--- config.mk ---
export PLATFORM = sky130hd
export DESIGN_NAME = sync_updown_ctr
export DESIGN_NICKNAME = d
export VERILOG_FILES = /design/src/rtl/sync_updown_ctr_pkg.sv /design/src/rtl/sync_updown_ctr_dff.sv /design/src/rtl/sync_updown_ctr.sv
export SDC_FILE = /design/constraint.sdc
export NUM_CORES = 1
export LEC_CHECK = 0
export CAP_MARGIN = 25
export CORE_MARGIN = 2
export CORE_UTILIZATION = 30
export CTS_BUF_LIST = sky130_fd_sc_hd__clkbuf_4
export CTS_CLUSTER_SIZE = 24
export DETAILED_ROUTE_END_ITERATION = 8
export PLACE_DENSITY_LB_ADDON = 0.12
export SLEW_MARGIN = 0
export SYNTH_ARGS = -nofsm -noshare
export SYNTH_HDL_FRONTEND = slang
export SYNTH_SLANG_ARGS = --single-unit
--- constraint.sdc ---
create_clock -name clk -period 1.8 [get_ports clk]
set_input_delay 0.36 -clock clk [delete_from_list [all_inputs] [get_ports clk]]
set_output_delay 0.36 -clock clk [all_outputs]
set_load 0.01 [all_outputs]
--- src/rtl/sync_updown_ctr_pkg.sv ---
// Shared constants for the synchronous up/down counter: mode and direction encodings.
package sync_updown_ctr_pkg;

  localparam logic ModeWrap = 1'b0;
  localparam logic ModeSat  = 1'b1;
  localparam logic DirDown  = 1'b0;
  localparam logic DirUp    = 1'b1;

endpackage

--- src/rtl/sync_updown_ctr_dff.sv ---
// One-bit D flip-flop with synchronous active-low clear, enable and a configurable clear value.
module dff_en_sclr #(
  parameter bit ClrVal = 1'b0
) (
  input  logic clk_i,
  input  logic clear_ni,
  input  logic en_i,
  input  logic d_i,
  output logic q_o
);

  logic q_q;

  always_ff @(posedge clk_i) begin
    if (!clear_ni) begin
      q_q <= ClrVal;
    end else if (en_i) begin
      q_q <= d_i;
    end
  end

  assign q_o = q_q;

endmodule

--- src/rtl/sync_updown_ctr.sv ---
// Parametrised synchronous up/down counter with load, programmable modulus, wrap/saturate
// modes, a combinational terminal-count flag and a registered carry/borrow pulse.
module sync_updown_ctr
  import sync_updown_ctr_pkg::*;
#(
  parameter int unsigned WIDTH     = 4,
  parameter int unsigned MODULUS   = 16,
  parameter int unsigned RESET_VAL = 0
) (
  input  logic             clk,
  input  logic             clear_n,
  input  logic             en,
  input  logic             up,
  input  logic             mode,
  input  logic             load,
  input  logic [WIDTH-1:0] d,
  output logic [WIDTH-1:0] q,
  output logic             tc,
  output logic             co
);

  localparam logic [WIDTH-1:0] MaxVal = WIDTH'(MODULUS - 1);
  localparam logic [WIDTH-1:0] RstVec = WIDTH'(RESET_VAL);

  if (WIDTH < 2 || WIDTH > 16) begin : g_bad_width
    $error("sync_updown_ctr: WIDTH out of range");
  end
  if (MODULUS < 2 || MODULUS > (32'd1 << WIDTH)) begin : g_bad_modulus
    $error("sync_updown_ctr: MODULUS out of range");
  end
  if (RESET_VAL >= MODULUS) begin : g_bad_reset
    $error("sync_updown_ctr: RESET_VAL must be below MODULUS");
  end

  logic [WIDTH-1:0] q_d;
  logic             co_d;
  logic             at_max;
  logic             at_min;
  logic             q_en;

  assign at_max = (q == MaxVal);
  assign at_min = (q == '0);
  // Stages only need to move on load or count; hold keeps the flops idle.
  assign q_en   = load | en;

  always_comb begin
    q_d  = q;
    co_d = 1'b0;
    if (load) begin
      // With a full-range modulus MaxVal is all ones, so the clamp never triggers.
      q_d = (d > MaxVal) ? MaxVal : d;
    end else if (en) begin
      if (up == DirUp) begin
        if (!at_max) begin
          q_d = q + WIDTH'(1);
        end else if (mode == ModeWrap) begin
          q_d  = '0;
          co_d = 1'b1;
        end
      end else begin
        if (!at_min) begin
          q_d = q - WIDTH'(1);
        end else if (mode == ModeWrap) begin
          q_d  = MaxVal;
          co_d = 1'b1;
        end
      end
    end
  end

  for (genvar i = 0; i < int'(WIDTH); i++) begin : g_q_stage
    dff_en_sclr #(
      .ClrVal(RstVec[i])
    ) u_q_dff (
      .clk_i   (clk),
      .clear_ni(clear_n),
      .en_i    (q_en),
      .d_i     (q_d[i]),
      .q_o     (q[i])
    );
  end

  dff_en_sclr #(
    .ClrVal(1'b0)
  ) u_co_dff (
    .clk_i   (clk),
    .clear_ni(clear_n),
    .en_i    (1'b1),
    .d_i     (co_d),
    .q_o     (co)
  );

  assign tc = en & ~load & ((up & at_max) | (~up & at_min));

endmodule

# After elaboration in Yosys (flattened, before gate mapping)
# Index checks and enable logic that the tools add are counted.
dict set report word_totals {
  reg_bits 5
  elab_cells 37
}
dict set report classes {
  add_sub_neg 2
  order_cmp 1
  eq_ne 3
  muxes 12
  bitwise_logic 10
  n_reduce_logical 4
}
# cell count
set op_table {}
lappend op_table {{$mux W4} 8}
lappend op_table {{$ne A4 B4 Y1 const B} 2}
lappend op_table {{$add A4 B1 Y4 const B} 1}
lappend op_table {{$and A1 B1 Y1} 4}
lappend op_table {{$eq A4 B4 Y1 const B} 1}
lappend op_table {{$gt A4 B4 Y1 const B} 1}
lappend op_table {{$logic_not A4 Y1} 1}
lappend op_table {{$mux W1} 4}
lappend op_table {{$not A1 Y1} 4}
lappend op_table {{$reduce_and A4 Y1} 1}
lappend op_table {{$sub A4 B1 Y4 const B} 1}
lappend op_table {{$reduce_or A3 Y1} 1}
lappend op_table {{$or A1 B1 Y1} 2}
lappend op_table {{$reduce_bool A2 Y1} 1}

# Depth between registers and ports, before layout
# Gate-level depths: netlist of run 1.
dict set report depth {
  depth_word 5
  depth_mapped 7
}

# By module
# Synthesis of run 1 repeated with hierarchy kept, for this count alone.
dict set report hier_totals {
  cells_unflattened 67
  hier_area_um2 528.0
}
# module instances cells_each area_per_inst_um2
set by_module_without_submodules {}
lappend by_module_without_submodules {sync_updown_ctr 1 52 346.6}
lappend by_module_without_submodules {dff_en_sclr 5 3 36.3}

# Worst setup path before layout of run 1
# OpenSTA, ideal clock, no wires.
dict set report synth_path {
  path_type {register -> register}
  from {register g_q_stage[0].u_q_dff.q_q}
  to {register g_q_stage[0].u_q_dff.q_q}
  setup_time_ns 0.120
  arrival_time_ns 1.470
  required_ns 1.680
  setup_slack_ns 0.210
  path_stages_with_launch 7
  path_buffers 0
  cell_sequence {dfxtp_1 inv_1 ha_1 nor4b_4 a2111oi_0 a21oi_2 o31a_1}
}
dict set report synth_between {
  elab_chain_cells 5
  word_cells_on_any_way 12
  classes_between {add/sub: 2; eq/ne: 3; mux: 5; reduce/logical: 2}
}
# item line
set synth_rtl {}
lappend synth_rtl {{start, declared} sync_updown_ctr_dff.sv:12} ;# logic q_q;
lappend synth_rtl {{start signal, assigned} sync_updown_ctr_dff.sv:16} ;# q_q <= ClrVal;
lappend synth_rtl {{start signal, assigned} sync_updown_ctr_dff.sv:18} ;# q_q <= d_i;
lappend synth_rtl {{$sub A4 B1 Y4, or another cell as far along} sync_updown_ctr.sv:62} ;# q_d = q - WIDTH'(1);
lappend synth_rtl {{$mux W4, on equally long branches} {sync_updown_ctr.sv:61, sync_updown_ctr.sv:54}}
lappend synth_rtl {{$mux W4} sync_updown_ctr.sv:53} ;# if (up == DirUp) begin
lappend synth_rtl {{$mux W4} sync_updown_ctr.sv:52} ;# end else if (en) begin
lappend synth_rtl {{$mux W4} sync_updown_ctr.sv:49} ;# if (load) begin
# Parallel ways exist; a longest one is shown, timed or not. The select of a mux whose other input is x is not followed.
# A chain may end at the register's enable or synchronous reset.

# Final worst setup path of run 1
dict set report layout_path {
  from {register g_q_stage[2].u_q_dff.q_q}
  to {output q[2]}
}
# item line
set layout_rtl {}
lappend layout_rtl {{start, declared} sync_updown_ctr_dff.sv:12}
lappend layout_rtl {{start signal, assigned} sync_updown_ctr_dff.sv:16}
lappend layout_rtl {{start signal, assigned} sync_updown_ctr_dff.sv:18}
lappend layout_rtl {{end, declared} sync_updown_ctr.sv:17} ;# output logic [WIDTH-1:0] q,
# No word-level cell between the ends.

==> impl_metrics.toml, run 1 <==
[synth]
synth_xor_xnor_area_share_pct = 4.06
syn_avg_cell_area_um2 = 8.63
yosysTopAreaCell = "dfxtp_1"
yosysMostFrequentCell = "a21oi_1"
synthTopCellsByArea = "dfxtp_1 (23%), a21oi_1 (10%), buf_4 (7.0%)"
syn_nets = 62
synth_edf_count = 0
yosysUniqueCellTypes = 26
synth_top_family_by_area = "compound AO/OA/AOI/OAI gates"
synth_warnings = 0
synth-async-reset-ratio_pct = 0
synth-simple-area-share_pct = 21.2
synth.top_cell.area_share_pct = 23.2
synthCells = 50
synth-main-ff-cell = "dfxtp_1"
muxShareOfSynthArea_pct = 0
synth_commonest_cells = "a21oi_1 (9), dfxtp_1 (5), buf_4 (4), inv_1 (4), o21ai_0 (4)"
ys_ff_latch = 5
synth_compound_area_share_pct = 32.8
synthAdderAreaFrac_pct = 5.80
syn-cell-area_um2 = 432
ys_seq_area_share_pct = 23.2

[power_and_ir_drop]
vdd_drop_max_mv = 0.377
leakage_uw = 0.000308
total_power_uw = 435
p_per_area_mw_per_mm2 = 620

[cells_and_area]
drive_above_1_share_pct = 36.7
fin_area_um2 = 702
antenna_cells = 0
area_growth_pct = 62.6
fin_nets = 92

[route]
first_iter_violations = 10
wl_um = 1110
drc = 0
wl_per_cell_um = 11.8
vias = 467
vias_per_cell = 4.97
dr.pass1.iters = 4
drtAntennaViolNets = 0

[critical_path]
path_class = "reg -> out"
critPathLaunchType = "flop"
arrival_ns = 1.38
worst-path-max-fanout = 6
cp.required_ns = 1.44
worstSetupEndpointType = "primary output"

[floorplan]
die_area_mm2 = 0.00176
die_h_um = 41.9
coreArea_mm2 = 0.00132
row_count = 13
ioPinCount = 16
die_w_um = 41.9
start_util_pct = 32.8

[cts]
clkTransAtPathRegs_ns = 0.05
clock_sinks = 5
postCtsSetupBuffers = 0
insertion_delay_ns = 0.24
cts_resized = 8
numCtsBuffers = 3
cts_max_level = 1
cts_max_path_buffers = 2
ctsHoldBuffers = 0
root_buffer = "clkbuf_4"
cts_tree = "done"

[sta]
fmax_mhz = 574
setup_viol = 0
tightest_slew_ns = 0.340
post-route-period-util_pct = 96.9
setup_tns_ns = 0
min_period_ns = 1.74
rsz0062_at_grt = "false"
hold_ws_ns = 0.636
hold_viol = 0
finalMaxSlewViolations = 0
finClkSkew_ns = 0.00371
slew_headroom_pct = 77.1

[hold_path]
hold_path.class = "reg -> reg"

[placed_design]
port-buffer-count = 15
dp_hpwl_um = 905
finalWeightedCongestion = 0.775
place_area_um2 = 672

[global_routing]
grt_pass1_vias = 436
antenna_found_initial = 0
grt_pass1_wl_um = 1790
grtUsageTotal_pct = 13.6
grt_max_degree = 8
overflow = 0

[flow_run]
max-cap-violations = 0

[status]
status = "completed"
[flip-flops by register name (all words and copies together), names as in the netlist]
signal                 flops
u_co_dff.q_o               1
g_q_stage.u_q_dff.q_o      4
[cell type report]
class / count / area [um^2]
clock buffer: 4 / 30.0
fill: 134 / 616
inverter: 4 / 15.0
multi-input combinational: 36 / 279
sequential: 5 / 103
tap: 15 / 18.8
timing repair buffer: 30 / 256
[through the flow]
step	instances	utilization [%]	worst slack, ns
2_1_floorplan	50	-	0.210
4_1_cts	94	53.2	0.0370
6_report	94	53.3	0.0565
3_5_place_dp	90	51.0	-0.423
3_3_place_gp	90	51.0	-0.436
5_1_grt	94	53.3	0.000697
[power by group]
part	switching [uW]	leakage (uW)	internal, uW
logic	63.2	0.000248	93.6
registers	11.5	0.0000419	120
clock network	47.7	0.0000184	99.0
[critical path, stage by stage, from the launching register on]
cell             delay [ns]
dfxtp_1                0.42
buf_4                  0.18
clkdlybuf4s50_1        0.53
[worst paths after layout]
kind | start | to | slack [ns] | cells past startpoint
worst max-delay path | g_q_stage[2].u_q_dff.q_o$_SDFFE_PN0P_ | q[2] | 0.06 | 2
worst min-delay path | g_q_stage[0].u_q_dff.q_o$_SDFFE_PN0P_ | g_q_stage[0].u_q_dff.q_o$_SDFFE_PN0P_ | 0.64 | 2
worst max register to register | g_q_stage[0].u_q_dff.q_o$_SDFFE_PN0P_ | g_q_stage[0].u_q_dff.q_o$_SDFFE_PN0P_ | 0.14 | 8
worst min register to register | g_q_stage[0].u_q_dff.q_o$_SDFFE_PN0P_ | g_q_stage[0].u_q_dff.q_o$_SDFFE_PN0P_ | 0.64 | 2
[layout by cell type, fill, tap and decap left out, types with 2 or more instances in the layout]
master,count
buf_4,15
dfxtp_2,2
a21oi_1,9
dfxtp_1,3
clkbuf_4,4
o21ai_0,4
nor2b_1,2
o31a_1,2
inv_1,4
clkdlybuf4s50_1,13
[per-layer routing]
layer  global-route usage [%]  vias to the layer above  part of all wire [%]  wire, um
li1                         -                      242                     -         -
met1                     16.2                      208                    45       502
met2                     23.4                       17                    48       535
met3                     3.91                        0                   6.1        68
met4                     3.87                        0                     0         0
met5                        0                        -                     0         0
[kinds of logic after synthesis]
logic type	after synthesis
AOI/OAI and AO/OA	22
xor gates and xnor gates	2
adders and majority gates	2
buffers and inverters	9
and+or+nand+nor	10
DFF	5
Note: power is estimated with default switching activity, not from simulation.
==> run 2: changes to the inputs <==
CELL_PAD_IN_SITES_DETAIL_PLACEMENT = 0   (was default)
CELL_PAD_IN_SITES_GLOBAL_PLACEMENT = 1   (was default)
SLEW_MARGIN = 15   (was 0)
==> run 2 against run 1 <==
Register-to-register slack gained 0.03 ns. Via count shrank 3.6%. Non-clock buffer count is the same. Clock power is essentially flat. Design area shrank 0.36%. Global-route usage shrank 0.35 points. Highest routed layer is now met4. Die area is the same.
==> impl_metrics.toml, run 2 (same netlist as run 1, synthesis figures left out) <==
[status]
status = "completed"

[critical_path]
r2r_cells = 8
cp.required_ns = 1.44
path_class = "reg -> out"
worstSetupEndpointType = "primary output"
critPathLaunchType = "flop"
crit_path_end = "tc"
startpoint = "g_q_stage[0].u_q_dff.q_o$_SDFFE_PN0P_"
r2r-start = "g_q_stage[0].u_q_dff.q_o$_SDFFE_PN0P_"
worst-path-max-fanout = 4
arrival_ns = 1.34
rrSetupSlack_ns = 0.17
r2r_end = "g_q_stage[0].u_q_dff.q_o$_SDFFE_PN0P_"

[floorplan]
die_w_um = 41.9
row_count = 13
ioPinCount = 16
coreArea_mm2 = 0.00132
die_area_mm2 = 0.00176
die_h_um = 41.9
start_util_pct = 32.8

[cts]
clock_sinks = 5
cts_max_path_buffers = 2
cts_max_level = 1
clkTransAtPathRegs_ns = 0.04
ctsHoldBuffers = 0
insertion_delay_ns = 0.24
root_buffer = "clkbuf_4"
numCtsBuffers = 3
cts_tree = "done"
postCtsSetupBuffers = 0

[route]
drtAntennaViolNets = 0
wl_um = 1010
vias_per_cell = 4.79
dr.pass1.iters = 2
vias = 450
drc = 0
wl_per_cell_um = 10.7
first_iter_violations = 2

[global_routing]
grt_pass1_vias = 444
antenna_found_initial = 0
overflow = 0
grt_max_degree = 8
grt_pass1_wl_um = 1750
grtUsageTotal_pct = 13.2

[sta]
post-route-period-util_pct = 94.4
slew_headroom_pct = 74.0
setup_tns_ns = 0
min_period_ns = 1.70
layout_setup_ws_ns = 0.100
rsz0062_at_grt = "false"
setup_viol = 0
finalMaxSlewViolations = 0
fmax_mhz = 588
tightest_slew_ns = 0.387
finClkSkew_ns = 0.00237
hold_viol = 0

[power_and_ir_drop]
leakage_uw = 0.000312
p_per_area_mw_per_mm2 = 609
total_power_uw = 426
vdd_drop_max_mv = 0.384

[flow_run]
max-cap-violations = 0

[placed_design]
dp.cells = 90
place_area_um2 = 672
port-buffer-count = 15
dp_hpwl_um = 892
finalWeightedCongestion = 0.767
pre_cts_slack_ns = -0.446

[cells_and_area]
area_growth_pct = 62.0
layout_common_cells = "buf_4 (15), clkdlybuf4s50_1 (13), a21oi_1 (9)"
fin_nets = 92
antenna_cells = 0
largest_reg_flops = 4
drive_above_1_share_pct = 35.4
fin_area_um2 = 699
final_cells = 94
layout_commonest_cell = "buf_4"

[hold_path]
holdPathStages = 1
hold_path.class = "reg -> reg"
run 2: cell counts in the layout (fill, tap and decap cells not counted):
Identical to the previous run, type by type.
run 2: area by class of cell:
class | instances | area (um^2)
tap | 15 | 18.8
sequential | 5 | 103
inverter | 4 | 15.0
multi-input combinational | 36 | 277
timing repair buffer | 30 | 256
fill | 125 | 618
clock buffer | 4 | 30.0
run 2: per-layer routing:
metal  GRT usage [%]  part of all wire [%]
met1            16.2                    47
met2            21.3                    48
met3            1.30                   3.7
met4            9.68                   1.1
met5               0                     0
run 2: how the worst min path moves through the flow:
stage / startpoint / to
finish: g_q_stage[0].u_q_dff.q_o$_SDFFE_PN0P_ / g_q_stage[0].u_q_dff.q_o$_SDFFE_PN0P_
floorplan: load / g_q_stage[0].u_q_dff.q_o$_SDFFE_PN0P_
global placement: g_q_stage[0].u_q_dff.q_o$_SDFFE_PN0P_ / g_q_stage[0].u_q_dff.q_o$_SDFFE_PN0P_
detailed placement: g_q_stage[0].u_q_dff.q_o$_SDFFE_PN0P_ / g_q_stage[0].u_q_dff.q_o$_SDFFE_PN0P_
CTS: g_q_stage[0].u_q_dff.q_o$_SDFFE_PN0P_ / g_q_stage[0].u_q_dff.q_o$_SDFFE_PN0P_
global route: g_q_stage[0].u_q_dff.q_o$_SDFFE_PN0P_ / g_q_stage[0].u_q_dff.q_o$_SDFFE_PN0P_
run 2: timing repair:
action,CTS,global route
resized for setup,7,1
cloned,0,0
endpoints found under the setup margin,2,1
run 2: critical path, cell delays in order, from the launching register on:
cell and delay (ns):
dfxtp_2 0.34, inv_1 0.07, ha_1 0.21, nor4b_4 0.13, o211a_1 0.21, buf_2 0.14
run 2: per-stage QoR:
step	hold slack (ns)	utilization (%)
final	0.499	53.1
after detailed placement	0.535	51.0
after floorplan	0.492	-
after global placement	0.528	51.0
after CTS	0.505	53.0
after global routing	0.522	53.1
run 2: power breakdown:
group          switching [uW]  total [uW]  internal [uW]
registers                9.00         129            120
clock network            45.5         144           98.8
logic                    62.0         152           90.0
==> run 3: changes to the inputs <==
CAP_MARGIN = 5   (was 25)
==> results of run 3 <==
The final DEF is identical to that of run 2; final timing and power are the same.
